--- src/rtl/router_pkg.sv ---
// Shared definitions for the 1x3 router ingress path.
//   - default sizing (ports, byte width, length field width)
//   - header field positions
//   - ingress FSM state encoding
package router_pkg;

    localparam int unsigned NUM_PORTS_DEF = 3;
    localparam int unsigned DATA_W_DEF    = 8;
    localparam int unsigned LEN_W_DEF     = 6;

    // Header byte layout: [7:2] payload length, [1:0] destination address
    localparam int unsigned HDR_LEN_MSB  = 7;
    localparam int unsigned HDR_LEN_LSB  = 2;
    localparam int unsigned HDR_ADDR_MSB = 1;
    localparam int unsigned HDR_ADDR_LSB = 0;

    typedef enum logic [2:0] {
        ST_IDLE       = 3'd0,
        ST_CHECK      = 3'd1,
        ST_WAIT_EMPTY = 3'd2,
        ST_LOAD       = 3'd3,
        ST_DROP       = 3'd4,
        ST_DONE       = 3'd5
    } state_t;

endpackage

--- src/rtl/router_pkt_reg.sv ---
// Per-packet bookkeeping for the ingress FSM: header latch, running parity,
// remaining-length counter with over-length flag, and the end-of-packet
// status pulses.
// Ports:
//   clk, resetn     clock, synchronous active-low reset
//   load            header beat accepted: latch header, seed parity and length
//   update          payload beat accepted: fold into parity, count down
//   finish          parity beat accepted: register error/done pulses
//   clear           drop packet context
//   data            byte accepted this cycle
//   hdr             latched header
//   parity_err      1-cycle pulse, received parity != computed parity
//   len_err         1-cycle pulse, payload count != header length
//   pkt_done        1-cycle pulse, packet fully written
module router_pkt_reg
    import router_pkg::*;
#(
    parameter int unsigned DATA_W = DATA_W_DEF,
    parameter int unsigned LEN_W  = LEN_W_DEF
) (
    input  logic              clk,
    input  logic              resetn,
    input  logic              load,
    input  logic              update,
    input  logic              finish,
    input  logic              clear,
    input  logic [DATA_W-1:0] data,
    output logic [DATA_W-1:0] hdr,
    output logic              parity_err,
    output logic              len_err,
    output logic              pkt_done
);

    logic [DATA_W-1:0] par;
    logic [LEN_W-1:0]  cnt;
    logic              over_len;

    // Context registers; status outputs are single-cycle pulses
    always_ff @(posedge clk) begin
        if (!resetn) begin
            hdr        <= '0;
            par        <= '0;
            cnt        <= '0;
            over_len   <= 1'b0;
            parity_err <= 1'b0;
            len_err    <= 1'b0;
            pkt_done   <= 1'b0;
        end else begin
            parity_err <= 1'b0;
            len_err    <= 1'b0;
            pkt_done   <= 1'b0;
            if (clear) begin
                hdr      <= '0;
                par      <= '0;
                cnt      <= '0;
                over_len <= 1'b0;
            end else if (load) begin
                hdr      <= data;
                par      <= data;
                cnt      <= LEN_W'(data[HDR_LEN_MSB:HDR_LEN_LSB]);
                over_len <= 1'b0;
            end else if (update) begin
                par <= par ^ data;
                // Counter saturates; a beat past the advertised length is remembered
                if (cnt == '0) begin
                    over_len <= 1'b1;
                end else begin
                    cnt <= cnt - LEN_W'(1);
                end
            end else if (finish) begin
                parity_err <= (data != par);
                len_err    <= (cnt != '0) || over_len;
                pkt_done   <= 1'b1;
            end
        end
    end

endmodule

--- src/rtl/router_ingress_fsm.sv ---
// Ingress controller of the 1x3 router: decodes the header, steers bytes to
// one destination FIFO, tags the header write, back-pressures the source and
// reports parity/length errors. Packets to an invalid address are dropped.
// Ports:
//   clk, resetn     clock, synchronous active-low reset
//   data_in         source byte
//   in_valid        data_in valid
//   in_last         current beat is the parity byte
//   busy            source must hold (transfer iff in_valid && !busy)
//   fifo_full       per-FIFO full
//   fifo_empty      per-FIFO empty
//   soft_reset      per-FIFO flush request
//   write_enb       one-hot FIFO write strobe
//   lfd_state       marks the header write
//   fifo_data       byte presented to the FIFOs
//   parity_err      1-cycle parity error pulse
//   len_err         1-cycle length error pulse
//   pkt_done        1-cycle packet complete pulse
module router_ingress_fsm
    import router_pkg::*;
#(
    parameter int unsigned NUM_PORTS = NUM_PORTS_DEF,
    parameter int unsigned DATA_W    = DATA_W_DEF,
    parameter int unsigned LEN_W     = LEN_W_DEF
) (
    input  logic                 clk,
    input  logic                 resetn,
    input  logic [DATA_W-1:0]    data_in,
    input  logic                 in_valid,
    input  logic                 in_last,
    output logic                 busy,
    input  logic [NUM_PORTS-1:0] fifo_full,
    input  logic [NUM_PORTS-1:0] fifo_empty,
    input  logic [NUM_PORTS-1:0] soft_reset,
    output logic [NUM_PORTS-1:0] write_enb,
    output logic                 lfd_state,
    output logic [DATA_W-1:0]    fifo_data,
    output logic                 parity_err,
    output logic                 len_err,
    output logic                 pkt_done
);

    localparam int unsigned ADDR_W = HDR_ADDR_MSB - HDR_ADDR_LSB + 1;

    state_t                state;
    state_t                next_state;
    logic [DATA_W-1:0]     hdr;
    logic [ADDR_W-1:0]     addr;
    logic                  addr_ok;
    logic [NUM_PORTS-1:0]  sel;
    logic                  tgt_full;
    logic                  tgt_empty;
    logic                  tgt_srst;
    logic                  xfer;
    logic                  hdr_load;
    logic                  pay_upd;
    logic                  pkt_fin;
    logic                  pkt_clr;

    router_pkt_reg #(
        .DATA_W (DATA_W),
        .LEN_W  (LEN_W)
    ) u_pkt_reg (
        .clk        (clk),
        .resetn     (resetn),
        .load       (hdr_load),
        .update     (pay_upd),
        .finish     (pkt_fin),
        .clear      (pkt_clr),
        .data       (data_in),
        .hdr        (hdr),
        .parity_err (parity_err),
        .len_err    (len_err),
        .pkt_done   (pkt_done)
    );

    // Destination decode; an out-of-range address selects no FIFO
    always_comb begin
        addr      = hdr[HDR_ADDR_MSB:HDR_ADDR_LSB];
        addr_ok   = (32'(addr) < NUM_PORTS);
        sel       = addr_ok ? (NUM_PORTS'(1) << addr) : '0;
        tgt_full  = |(fifo_full  & sel);
        tgt_empty = |(fifo_empty & sel);
        tgt_srst  = |(soft_reset & sel);
    end

    // State register
    always_ff @(posedge clk) begin
        if (!resetn) begin
            state <= ST_IDLE;
        end else begin
            state <= next_state;
        end
    end

    // Next state, write steering and bookkeeping strobes
    always_comb begin
        next_state = state;
        busy       = 1'b0;
        write_enb  = '0;
        lfd_state  = 1'b0;
        fifo_data  = '0;
        hdr_load   = 1'b0;
        pay_upd    = 1'b0;
        pkt_fin    = 1'b0;
        pkt_clr    = 1'b0;
        xfer       = 1'b0;

        case (state)
            ST_IDLE: begin
                // in_last on a header beat is ignored: the beat is a header
                if (in_valid) begin
                    hdr_load   = 1'b1;
                    next_state = ST_CHECK;
                end
            end

            ST_CHECK: begin
                busy = 1'b1;
                if (!addr_ok) begin
                    next_state = ST_DROP;
                end else if (tgt_empty) begin
                    write_enb  = sel;
                    lfd_state  = 1'b1;
                    fifo_data  = hdr;
                    next_state = ST_LOAD;
                end else begin
                    next_state = ST_WAIT_EMPTY;
                end
            end

            ST_WAIT_EMPTY: begin
                busy = 1'b1;
                if (tgt_srst) begin
                    next_state = ST_DROP;
                end else if (tgt_empty) begin
                    write_enb  = sel;
                    lfd_state  = 1'b1;
                    fifo_data  = hdr;
                    next_state = ST_LOAD;
                end
            end

            ST_LOAD: begin
                busy = tgt_full;
                xfer = in_valid && !tgt_full;
                if (tgt_srst) begin
                    // Flush: a beat taken this cycle is discarded with the rest
                    if (xfer && in_last) begin
                        pkt_clr    = 1'b1;
                        next_state = ST_IDLE;
                    end else begin
                        next_state = ST_DROP;
                    end
                end else if (xfer) begin
                    write_enb = sel;
                    fifo_data = data_in;
                    if (in_last) begin
                        pkt_fin    = 1'b1;
                        next_state = ST_DONE;
                    end else begin
                        pay_upd = 1'b1;
                    end
                end
            end

            ST_DONE: begin
                busy       = 1'b1;
                next_state = ST_IDLE;
            end

            ST_DROP: begin
                if (in_valid && in_last) begin
                    pkt_clr    = 1'b1;
                    next_state = ST_IDLE;
                end
            end

            default: begin
                next_state = ST_IDLE;
            end
        endcase
    end

endmodule

--- config.mk ---
export PLATFORM = sky130hd
export DESIGN_NAME = router_ingress_fsm
export DESIGN_NICKNAME = d
export VERILOG_FILES = /design/src/rtl/router_pkg.sv /design/src/rtl/router_pkt_reg.sv /design/src/rtl/router_ingress_fsm.sv
export SDC_FILE = /design/constraint.sdc
export NUM_CORES = 1
export LEC_CHECK = 0
export ABC_AREA = 0
export ABC_CLOCK_PERIOD_IN_PS = 3700
export CAP_MARGIN = 20
export CORE_UTILIZATION = 52
export DETAILED_ROUTE_END_ITERATION = 12
export GPL_TIMING_DRIVEN = 0
export PLACE_DENSITY = 0.85
export SLEW_MARGIN = 20
export SYNTH_ARGS = -nofsm -noshare
export SYNTH_HDL_FRONTEND = slang
export SYNTH_HIERARCHICAL = 1
export SYNTH_SLANG_ARGS = --single-unit
--- constraint.sdc ---
create_clock -name clk -period 3.7 [get_ports clk]
set_clock_uncertainty 0.1 [all_clocks]
set_input_delay 0.925 -clock clk [delete_from_list [all_inputs] [get_ports clk]]
set_output_delay 0.925 -clock clk [all_outputs]
set_load 0.02 [all_outputs]
==> results of run 1 <==
-- cell type report --
type | count | area share
sequential | 29 | 0.242
clock inverter | 1 | 0.00209
multi-input combinational | 170 | 0.507
clock buffer | 7 | 0.0272
buffer | 15 | 0.0334
inverter | 9 | 0.0141
timing repair buffer | 43 | 0.150
tap | 46 | 0.0240
-- critical path, stage by stage --
cell	delay (ps)
clkdlybuf4s50_1	440
mux2i_4	200
buf_4	160
o21ai_4	50
and4bb_4	350
buf_6	140
a21oi_1	50
nor3_2	100
buf_2	180
-- final timing paths --
path | start | cells past startpoint | to | slack, ps
worst max-delay path | soft_reset[0] | 9 | write_enb[2] | 70
worst min-delay path | u_pkt_reg/hdr[2]$_SDFFE_PP0P_ | 2 | u_pkt_reg/hdr[2]$_SDFFE_PP0P_ | 380
worst max register to register | u_pkt_reg/hdr[0]$_SDFFE_PP0P_ | 10 | u_pkt_reg/cnt[2]$_SDFFE_PP0P_ | 880
worst min register to register | u_pkt_reg/hdr[2]$_SDFFE_PP0P_ | 2 | u_pkt_reg/hdr[2]$_SDFFE_PP0P_ | 380
-- state kept, by name, summed over array words and instances (netlist names) --
| name | count |
|---|---|
| u_pkt_reg/hdr | 8 |
| u_pkt_reg/par | 8 |
| u_pkt_reg/cnt | 6 |
| state | 3 |
| u_pkt_reg/len_err | 1 |
| u_pkt_reg/over_len | 1 |
| u_pkt_reg/parity_err | 1 |
| u_pkt_reg/pkt_done | 1 |
-- through the flow --
step	hold WS, ps	instance area, µm²
global placement	361	2320
floorplan	348	1900
detailed placement	365	2320
finish	379	2400
global route	424	2400
CTS	378	2400
-- power groups by stage --
| stage | clock network, W | registers, W | logic [W] |
|---|---|---|---|
| after floorplan | 0 | 0.000384 | 0.000326 |
| after global placement | 0 | 0.000389 | 0.000435 |
| after detailed placement | 0 | 0.000390 | 0.000444 |
| after CTS | 0.000230 | 0.000383 | 0.000453 |
| after global routing | 0.000242 | 0.000389 | 0.000498 |
| final | 0.000226 | 0.000384 | 0.000459 |
-- kinds of logic (layout without fill, tap and decap cells) --
kind of cell,count (synthesis),in the layout
buffers and inverters,24,75
and+or+nand+nor,83,83
adders and majority gates,2,2
muxes,9,9
AOI/OAI and AO/OA,65,65
xor gates and xnor gates,11,11
DFF,29,29
-- timing repair --
item,4_1_cts,5_1_grt
pin swaps,2,1
endpoints found under the setup margin,12,9
buffers inserted,5,1
gates resized for setup,42,5
gates cloned,1,0
-- routing by layer --
metal / vias up / GRT usage / wire (µm)
li1: 909 / - / -
met1: 853 / 0.311 / 2160
met2: 59 / 0.398 / 2180
met3: 6 / 0.0529 / 247
met4: 0 / 0.0785 / 52
met5: - / 0 / 0
-- layout by cell type (no fill, tap or decap), types with 7 or more instances in the layout --
cell type,count
clkbuf_1,8
nor2b_1,12
nand3b_1,9
nor3_1,7
xor2_1,8
buf_2,13
inv_1,9
a21oi_1,21
o21ai_0,8
buf_4,7
clkdlybuf4s50_1,24
nor2_1,14
dfxtp_1,29
nand2_1,13
nand2b_1,8
==> flow_summary.ini, run 1 <==
[global_routing]
grt_pass1_vias = 1641
grt_pass1_wl_um = 7550
grt_overflow = 0
grt_antenna_before_repair = 0
grt_usage = 0.242
grt_max_degree = 11

[synth]
synth_top_family_by_area = simple AND/OR/NAND/NOR gates
synth_compound_gate_area_share = 0.256
synth_top_area_share = 0.305
synthAdderAreaFrac = 0.0131
ys_top_cells_by_area = dfxtp_1 30%, a21oi_1 5.5%, nor2b_1 3.9%, xor2_1 3.7%, nand3b_1 3.5%
synth_xor_area_frac = 0.0506
avgSynthCellArea_um2 = 8.54
synth_most_common_cell = dfxtp_1
synth.mux.area_fraction = 0.0572
synth_edf_count = 0
async_flop_share = 0
yosysSeqAreaShare = 0.305
synth_ff_type = dfxtp_1
ys_top_cells_by_count = 29 x dfxtp_1, 21 x a21oi_1, 14 x nor2_1, 13 x nand2_1, 12 x nor2b_1
synth-seq-cells = 29
yosysTopAreaCell = dfxtp_1
synth_cell_types = 54
syn_inst = 223
synth_nets = 246
netlist_area_um2 = 1900
yosys_warnings = 6
yosys.area_share.simple = 0.258

[sta]
fmax_ghz = 0.275
fin_crit_sh = 0.981
setup_viol = 0
fin_crit_ps = 3630
tightest_slew_ps = 505
slew_headroom = 0.663
hold_viol = 0
maxSlewViolCount = 0
fin_tns_setup_ps = 0
rsz0062_at_grt = false
worst_slack_ps = 69.2

[clock_network]
cts_root_buf = clkbuf_4
clock_path_buffers = 2
insertion_delay_ps = 330
cts_max_level = 2
cts_buffers = 5
cts_tree = yes
cts.sinks = 29
clk_pin_slew_ps = 90
ctsHoldBuffers = 0

[floorplanning]
die_h_um = 62.5
start_util = 0.558
io_pins = 37
row_count = 21
fp.dieArea_um2 = 3910
core-area_um2 = 3420
dieWidth_um = 62.5

[pwr]
p_int_w = 0.000672
power.density_nw_per_um2 = 446
p_sw_w = 0.000397
pwr-share-comb = 0.429
total_power_w = 0.00107
clkPwrFrac = 0.211
ir_drop_mv = 0.266
p_sw_frac = 0.372
power.leakage_nw = 0.943
p_seq_frac = 0.360

[place]
hpwl_um = 3250
port_buffers = 36
pre_cts_slack_ps = -500
gp_congestion = 0.837
placed_cells = 305

[route]
postRouteWirelength_um = 4640
drt-vias-per-instance = 5.71
drtIter0Drc = 157
drc = 0
vias = 1827
ant_nets = 0
wl_per_cell_um = 14.5
first_pass_iters = 4

[finish]
layoutNonFillerInstCount = 320
fin_nets = 296
seq_area_um2 = 581
final_util = 0.701
drive_gt1_frac = 0.182
fill_cells = 292
multi_input_area_um2 = 1210
insertedDiodeCount = 0
area_growth_pct = 25.8

[critical_path]
path_class = in -> out
end_kind = primary output
worstSetupStartpointType = input pin
crit_fanout = 5
crit_arrival_ps = 2610
cp.required_ps = 2670

[run]
cap_violations = 0

[run_status]
status = finished, final reports clean

[min_path]
hold_path_class = reg -> reg
Power figures use the tool's default switching activity.
==> run 2: changes to the inputs <==
--- a/config.mk
+++ b/config.mk
@@ -8,10 +8,12 @@
 export ABC_AREA = 0
 export ABC_CLOCK_PERIOD_IN_PS = 3700
 export CAP_MARGIN = 20
-export CORE_UTILIZATION = 52
+export CELL_PAD_IN_SITES_DETAIL_PLACEMENT = 0
+export CELL_PAD_IN_SITES_GLOBAL_PLACEMENT = 1
+export CORE_UTILIZATION = 38
 export DETAILED_ROUTE_END_ITERATION = 12
 export GPL_TIMING_DRIVEN = 0
-export PLACE_DENSITY = 0.85
+export PLACE_DENSITY = 0.84
 export SLEW_MARGIN = 20
 export SYNTH_ARGS = -nofsm -noshare
 export SYNTH_HDL_FRONTEND = slang
==> flow_summary.ini, run 2 (synthesis gave the netlist of run 1 again) <==
[run_status]
status = finished, final reports clean

[clock_network]
cts.sinks = 29
clk_pin_slew_ps = 60
cts_root_buf = clkbuf_8
cts_tree = yes
ctsHoldBuffers = 0
insertion_delay_ps = 290
cts_buffers = 5
cts_max_level = 2
clock_path_buffers = 2

[floorplanning]
fp.dieArea_um2 = 5300
die_h_um = 72.8
core-area_um2 = 4790
start_util = 0.398
dieWidth_um = 72.8
row_count = 25
io_pins = 37

[critical_path]
end_kind = primary output
cp-startpoint = fifo_full[0]
crit_fanout = 5
crit_arrival_ps = 2630
path_class = in -> out
worstSetupStartpointType = input pin
cp.required_ps = 2670
r2r_start = u_pkt_reg/hdr[0]$_SDFFE_PP0P_

[run]
cap_violations = 0

[place]
hpwl_um = 3340
pre_cts_slack_ps = -494
placed_cells = 326
gp_congestion = 0.830
port_buffers = 36

[sta]
fmax_ghz = 0.274
fin_crit_ps = 3650
slew_headroom = 0.663
setup_viol = 0
maxSlewViolCount = 0
fin_tns_setup_ps = 0
rsz0062_at_grt = false
worst_slack_ps = 49.9
fin_crit_sh = 0.987
tightest_slew_ps = 506
hold_viol = 0

[route]
wl_met3_um = 252
drtIter0Drc = 104
wl_per_cell_um = 14.0
dr_wl_met2_um = 2120
highest_layer = met4
drc = 0
wl_met1_um = 2340
first_pass_iters = 4
ant_nets = 0
vias = 1764
postRouteWirelength_um = 4770
drt-vias-per-instance = 5.17

[min_path]
hold_path_class = reg -> reg
min_from = u_pkt_reg/hdr[2]$_SDFFE_PP0P_

[finish]
layout_commonest_cell = dfxtp_1
layoutNonFillerInstCount = 341
area_growth_pct = 28.5
final_cell_mix = 29 x dfxtp_1, 23 x clkdlybuf4s50_1, 21 x a21oi_1
insertedDiodeCount = 0
drive_gt1_frac = 0.179
largestRegisters = u_pkt_reg/hdr x8, u_pkt_reg/par x8, u_pkt_reg/cnt x6
fin_nets = 296

[global_routing]
grt_pass1_vias = 1653
grt_antenna_before_repair = 0
grt_overflow = 0
grt_max_degree = 11
grt_pass1_wl_um = 7850
grt_usage = 0.192

[pwr]
power.leakage_nw = 0.943
power.density_nw_per_um2 = 450
ir_drop_mv = 0.277
total_power_w = 0.00110
==> run 2: cell count changes in the layout (fill, tap and decap cells not counted), sizes merged <==
cell	change
buf	-3
clkbuf	-2
clkdlybuf4s15	+3
clkdlybuf4s50	-1
clkinv	+1
clkinvlp	+1
dlygate4sd2	+1
==> run 2: area by class of cell <==
class                      instances  area, µm²
sequential                        29        581
multi-input combinational        170       1210
inverter                           9       33.8
timing repair buffer              43        373
clock inverter                     3       17.5
fill                             468       2340
clock buffer                       5       68.8
buffer                            15       80.1
tap                               67       83.8
==> run 2: timing repair <==
item,in CTS,in global routing
resized for setup,32,10
gates cloned,0,1
setup buffers,4,2
endpoints found under the setup margin,12,10
pin swaps,3,2
==> run 2: report_power, final <==
part           leakage (nW)  internal [W]  switching (W)
Clock                0.0439      0.000129       0.000130
Sequential            0.237      0.000354      0.0000302
Combinational         0.662      0.000206       0.000251
Total                 0.943      0.000690       0.000411
==> run 2: stage by stage <==
step           hold slack [ps]  utilization  instance area (µm²)
4_1_cts                    381        0.515                 2460
3_3_place_gp               367        0.491                 2350
6_report                   384        0.511                 2450
5_1_grt                    419        0.511                 2450
2_1_floorplan              348            -                 1900
3_5_place_dp               370        0.491                 2350
==> run 2: worst paths after layout <==
check	endpoint	slack (ps)	depth (start not counted)
max	fifo_data[4]	50	7
max reg2reg	u_pkt_reg/cnt[2]$_SDFFE_PP0P_	900	10
min reg2reg	u_pkt_reg/hdr[2]$_SDFFE_PP0P_	380	2
min	u_pkt_reg/hdr[2]$_SDFFE_PP0P_	380	2
==> run 2: layer usage <==
layer / track usage / up-vias
met5: 0 / -
met4: 0.0654 / 0
met3: 0.0456 / 8
met2: 0.305 / 51
met1: 0.255 / 799
li1: - / 906
==> run 2: worst max-delay path, cell delays in order <==
cell	delay (ps)
clkdlybuf4s50_1	400
mux2_4	280
a22oi_4	160
and4bb_2	320
buf_6	150
a22o_1	140
clkdlybuf4s15_2	250
==> run 3: changes to the inputs <==
--- a/config.mk
+++ b/config.mk
@@ -14,7 +14,6 @@
 export DETAILED_ROUTE_END_ITERATION = 12
 export GPL_TIMING_DRIVEN = 0
 export PLACE_DENSITY = 0.84
-export SLEW_MARGIN = 20
 export SYNTH_ARGS = -nofsm -noshare
 export SYNTH_HDL_FRONTEND = slang
 export SYNTH_HIERARCHICAL = 1
==> results of run 3 <==
No change in the layout: final DEF, timing and power equal those of run 2.
